## src/rtl/tap_mult_seq.sv

```systemverilog
// Sequential tap multiplier. Each accepted sample gives one accumulator-clear cycle and then NTAPS products.
// Define TAP_MULT_SEQ_DROP_CNT_EN to add drop_cnt_o, a saturating count of samples dropped while busy.
module tap_mult_seq #(
    parameter int NTAPS = 4,
    parameter int XW    = 16,
    parameter int CW    = 16,
    localparam int AW   = (NTAPS > 1) ? $clog2(NTAPS) : 1
) (
    input  logic          clk,
    input  logic          GlobalReset,
    input  logic [XW-1:0] x_i,
    input  logic          srdyi_i,
    input  logic          coef_we_i,
    input  logic [AW-1:0] coef_addr_i,
    input  logic [CW-1:0] coef_data_i,
    output logic [31:0]   z_o,
    output logic          srdyo_o,
    output logic          sum_en_o,
    output logic          sum_rst_o,
`ifdef TAP_MULT_SEQ_DROP_CNT_EN
    output logic [7:0]    drop_cnt_o,
`endif
    output logic          busy_o
);

    typedef enum logic [1:0] {IDLE, CLR, MUL} state_t;

    // k needs one extra bit so that it can hold NTAPS. That value marks the
    // extra cycle after the last product, when the strobes are dropped.
    localparam logic [AW:0] K_DONE = (AW+1)'(NTAPS);

    state_t               state_reg, state_next;
    logic [AW:0]          k_reg, k_next;
    logic signed [XW-1:0] sample_reg, sample_next;
    logic [31:0]          z_reg, z_next;
    logic                 srdyo_reg, srdyo_next;
    logic                 sum_en_reg, sum_en_next;
    logic                 sum_rst_reg, sum_rst_next;
    logic                 busy_reg, busy_next;

    logic signed [CW-1:0] coef_reg [NTAPS];
    logic                 coef_wr;
    logic signed [CW-1:0] coef_rd;
    logic signed [31:0]   prod;

    assign coef_wr = coef_we_i && (state_reg == IDLE) && ({1'b0, coef_addr_i} < K_DONE);

    generate
        for (genvar gi = 0; gi < NTAPS; gi++) begin : g_coef
            always_ff @(posedge clk) begin
                if (GlobalReset) begin
                    coef_reg[gi] <= '0;
                end else if (coef_wr && (coef_addr_i == AW'(gi))) begin
                    coef_reg[gi] <= coef_data_i;
                end
            end
        end
    endgenerate

    assign coef_rd = coef_reg[k_reg[AW-1:0]];
    // Both operands are sign-extended to 32 bits first. XW+CW <= 32, so the product is exact.
    assign prod    = 32'(sample_reg) * 32'(coef_rd);

    always_ff @(posedge clk) begin
        if (GlobalReset) begin
            state_reg   <= IDLE;
            k_reg       <= '0;
            sample_reg  <= '0;
            z_reg       <= '0;
            srdyo_reg   <= 1'b0;
            sum_en_reg  <= 1'b0;
            sum_rst_reg <= 1'b0;
            busy_reg    <= 1'b0;
        end else begin
            state_reg   <= state_next;
            k_reg       <= k_next;
            sample_reg  <= sample_next;
            z_reg       <= z_next;
            srdyo_reg   <= srdyo_next;
            sum_en_reg  <= sum_en_next;
            sum_rst_reg <= sum_rst_next;
            busy_reg    <= busy_next;
        end
    end

    always_comb begin
        state_next   = state_reg;
        k_next       = k_reg;
        sample_next  = sample_reg;
        z_next       = z_reg;
        srdyo_next   = srdyo_reg;
        sum_en_next  = sum_en_reg;
        sum_rst_next = sum_rst_reg;
        busy_next    = busy_reg;
        case (state_reg)
            IDLE: begin
                if (srdyi_i) begin
                    sample_next  = x_i;
                    sum_rst_next = 1'b1;
                    busy_next    = 1'b1;
                    state_next   = CLR;
                end
            end
            CLR: begin
                sum_rst_next = 1'b0;
                k_next       = '0;
                state_next   = MUL;
            end
            MUL: begin
                if (k_reg == K_DONE) begin
                    srdyo_next  = 1'b0;
                    sum_en_next = 1'b0;
                    busy_next   = 1'b0;
                    k_next      = '0;
                    state_next  = IDLE;
                end else begin
                    z_next      = prod;
                    srdyo_next  = 1'b1;
                    sum_en_next = 1'b1;
                    k_next      = k_reg + (AW+1)'(1);
                end
            end
            default: state_next = IDLE;
        endcase
    end

`ifdef TAP_MULT_SEQ_DROP_CNT_EN
    logic [7:0] drop_cnt_reg;

    always_ff @(posedge clk) begin
        if (GlobalReset) begin
            drop_cnt_reg <= '0;
        end else if (srdyi_i && busy_reg && (drop_cnt_reg != 8'hFF)) begin
            drop_cnt_reg <= drop_cnt_reg + 8'd1;
        end
    end

    assign drop_cnt_o = drop_cnt_reg;
`endif

    assign z_o       = z_reg;
    assign srdyo_o   = srdyo_reg;
    assign sum_en_o  = sum_en_reg;
    assign sum_rst_o = sum_rst_reg;
    assign busy_o    = busy_reg;

endmodule

```

## config.mk

```make
export PLATFORM = sky130hd
export DESIGN_NAME = tap_mult_seq
export DESIGN_NICKNAME = d
export VERILOG_FILES = /design/src/rtl/tap_mult_seq.sv
export SDC_FILE = /design/constraint.sdc
export NUM_CORES = 1
export LEC_CHECK = 0
export CAP_MARGIN = 20
export CELL_PAD_IN_SITES_DETAIL_PLACEMENT = 2
export CELL_PAD_IN_SITES_GLOBAL_PLACEMENT = 2
export CORE_ASPECT_RATIO = 0.9
export CORE_MARGIN = 4
export CORE_UTILIZATION = 41
export CTS_BUF_LIST = sky130_fd_sc_hd__clkbuf_4 sky130_fd_sc_hd__clkbuf_8 sky130_fd_sc_hd__clkbuf_16
export DETAILED_ROUTE_END_ITERATION = 7
export PLACE_DENSITY = 0.92
export SLEW_MARGIN = 20
export SYNTH_ARGS = -nofsm -noshare
export SYNTH_HDL_FRONTEND = slang
export SYNTH_SLANG_ARGS = --single-unit
```

## constraint.sdc

```tcl
create_clock -name clk -period 8.06 [get_ports clk]
set_input_delay 0.806 -clock clk [delete_from_list [all_inputs] [get_ports clk]]
set_output_delay 0.806 -clock clk [all_outputs]
set_load 0.02 [all_outputs]
```

==> impl_metrics.py <==
metrics = {
    "clock_network": {
        "cts-root-buf": "clkbuf_16",
        "cts_tree": "yes",
        "clkLatencyLatePin_ns": 0.47,
        "cts_made_buffers": 17,
        "cts.htree.levels": 4,
        "cts_sinks": 122,
        "cts_buffer_depth": 2,
        "ctsHoldBuffers": 0,
        "clk_transition_reported_paths_ns": 0.08,
    },
    "yosys": {
        "ys_ff_latch": 122,
        "ys_async_sr_fraction_pct": 0,
        "ys_warn_count": 0,
        "synthCells": 1480,
        "avgSynthCellArea_um2": 9.92,
        "ys_seq_area_share_pct": 21.0,
        "synth_cell_type_count": 56,
        "syn-cell-area_um2": 14700,
        "synth-main-ff-cell": "edfxtp_1",
        "synth_edf_count": 64,
        "synth_top_area_share_pct": 35.7,
        "synth.area.top_cells": "fa_1 (36%), edfxtp_1 (13%), and2_1 (8.1%)",
        "synth_top_cell_by_area": "fa_1",
        "synth_nets": 1867,
    },
    "sta": {
        "maxSlewViolCount": 0,
        "fmax_mhz": 128,
        "tns_ns": 0,
        "finalHoldViolCount": 0,
        "slew_headroom_pct": 29.0,
        "fin_crit_sh_pct": 97.3,
        "min_period_ns": 7.84,
        "skew_ns": 0.0137,
        "setup_violations": 0,
        "rsz0062_at_grt": "false",
        "worst_pin_slew_ns": 1.06,
        "worst_hold_slack_ns": 0.468,
    },
    "min_path": {
        "min_from": "z_o[3]",
        "holdPathStages": 2,
        "hp-class": "register to register",
        "worst_hold_path.endpoint": "z_o[3]",
    },
    "finish": {
        "layout.nets": 1913,
        "final_util_pct": 46.8,
        "nFillCells": 3613,
        "drive_above_1_share_pct": 5.52,
        "num_antenna_cells": 0,
        "largest_register_ffs": 64,
        "area_growth_syn_to_layout_pct": 12.1,
    },
    "power": {
        "power_leakage_uw": 0.00764,
        "peakVddDrop_uv": 159,
        "power_density_nw_per_um2": 216,
    },
    "route": {
        "routed_wl_mm": 62.7,
        "first_pass_iters": 5,
        "first_iter_violations": 828,
        "route.detailed.drc": 0,
        "avgViaCountPerCell": 5.82,
        "final_antenna_net_count": 0,
        "vias": 11700,
        "wl_per_cell_um": 31.2,
    },
    "critical_path": {
        "worstPathMaxFanout": 16,
        "start_kind": "register",
        "rrSetupSlack_ns": 0.22,
        "r2r_cells": 20,
        "endpoint_kind": "register",
        "path_class": "register to register",
        "required_ns": 8.38,
        "arrival_ns": 8.16,
        "reg2reg_to": "z_o[29]",
    },
    "die": {
        "rows": 65,
        "dieHeight_um": 188,
        "start_util_pct": 41.7,
        "io_pins": 74,
        "die_width_um": 207,
        "dieArea_um2": 38900,
        "coreArea_um2": 35200,
    },
    "placed_design": {
        "port_buffers": 73,
        "hpwlAfterDp_mm": 44.8,
        "gp_congestion": 0.859,
    },
    "job": {
        "max_cap_viol_count": 0,
    },
    "global_routing": {
        "grt_max_degree": 70,
        "antenna_found_initial": 0,
        "grt_overflow": 0,
        "grt_pass1_vias": 14500,
        "grt_first_pass_wirelength_mm": 93.8,
        "track_usage_pct": 32.7,
    },
    "status": {
        "outcome": "complete, no violations",
    },
}
Yosys cell counts, drive strengths merged (10+ instances only):
library cell / instances
and2: 189
a21oi: 69
xnor2: 26
a21o: 13
fa: 262
buf: 10
nand3: 11
dfxtp: 58
o21ai: 15
nand2: 210
ha: 87
nor2: 33
edfxtp: 64
mux4: 15
clkbuf: 51
inv: 278
area by class of cell:
type | instances | area, um^2 | area share (%)
multi-input cells | 1019 | 10300 | 62.6
flip-flops and latches | 122 | 3080 | 18.7
inverters | 278 | 1040 | 6.34
repair buffers | 88 | 838 | 5.09
well taps | 469 | 587 | 3.56
clock buffers | 17 | 425 | 2.58
clock inverters | 15 | 173 | 1.05
cell usage in the layout (no fill, tap or decap), types with 13 or more instances in the layout:
cell / count
inv_1: 278
fa_1: 261
nand2_1: 209
and2_1: 189
ha_1: 87
clkdlybuf4s50_1: 72
a21oi_1: 65
edfxtp_1: 64
dfxtp_1: 57
nor2_1: 32
xnor2_1: 26
clkbuf_16: 17
mux4_2: 15
buf_4: 15
a21o_1: 13
logic make-up after synthesis:
kind of cell | share of synthesized area (%)
flops | 21.0
fa+ha+maj | 43.1
buf+inv | 8.85
simple gates | 16.0
xor+xnor | 1.85
mux | 2.58
compound gates | 6.54
stage by stage:
stage / total power (uW) / setup WS, ns / area [um^2] / cells
2_1_floorplan: 1940 / 1.11 / 14700 / 1480
3_3_place_gp: 2320 / 0.865 / 15800 / 1975
3_5_place_dp: 2600 / 0.160 / 15800 / 1975
4_1_cts: 3530 / 0.0804 / 16400 / 2007
5_1_grt: 3740 / 0.0769 / 16500 / 2008
6_report: 3560 / 0.221 / 16500 / 2008
critical path, stage by stage (launching register included):
cell     delay, ns
dfxtp_2       0.55
mux4_2        0.77
nand2_1       0.26
inv_1         0.18
fa_1          0.86
fa_2          0.56
fa_1          0.41
inv_1         0.29
fa_1          0.58
inv_1         0.16
fa_1          0.46
fa_1          0.46
ha_1          0.38
a21o_1        0.23
a21o_1        0.21
a21o_1        0.22
and2_1        0.19
a211o_1       0.29
a211o_1       0.31
a31oi_1       0.23
nor2_1        0.07
where the power goes:
group / internal (uW) / leakage (uW) / total, uW / switching [uW]
clock: 443 / 0.000290 / 822 / 378
combinational: 739 / 0.00621 / 1980 / 1240
sequential: 699 / 0.00114 / 763 / 64.7
worst max-delay path by stage:
stage | to | slack [ns] | cells after the start
floorplan | z_o[29] | 1.11 | 21
global route | z_o[29] | 0.08 | 20
CTS | z_o[29] | 0.08 | 20
finish | z_o[29] | 0.22 | 20
global placement | z_o[29] | 0.87 | 18
detailed placement | z_o[29] | 0.16 | 20
layer usage:
layer | routed length, um | vias up | track usage [%] | share of wire, %
li1 | - | 4643 | - | -
met5 | 0 | - | 0 | 0
met1 | 21100 | 6166 | 33.9 | 34
met3 | 3500 | 296 | 7.14 | 5.6
met2 | 32800 | 581 | 58.5 | 52
met4 | 5320 | 0 | 23.5 | 8.5
repair_timing:
action / 4_1_cts / 5_1_grt
pin swaps: 0 / 1
hold endpoints to repair: 0 / 0
endpoints found under the setup margin: 2 / 5
buffers inserted: 0 / 1
gates resized for setup: 1 / 2
(Power assumes the default switching activity.)
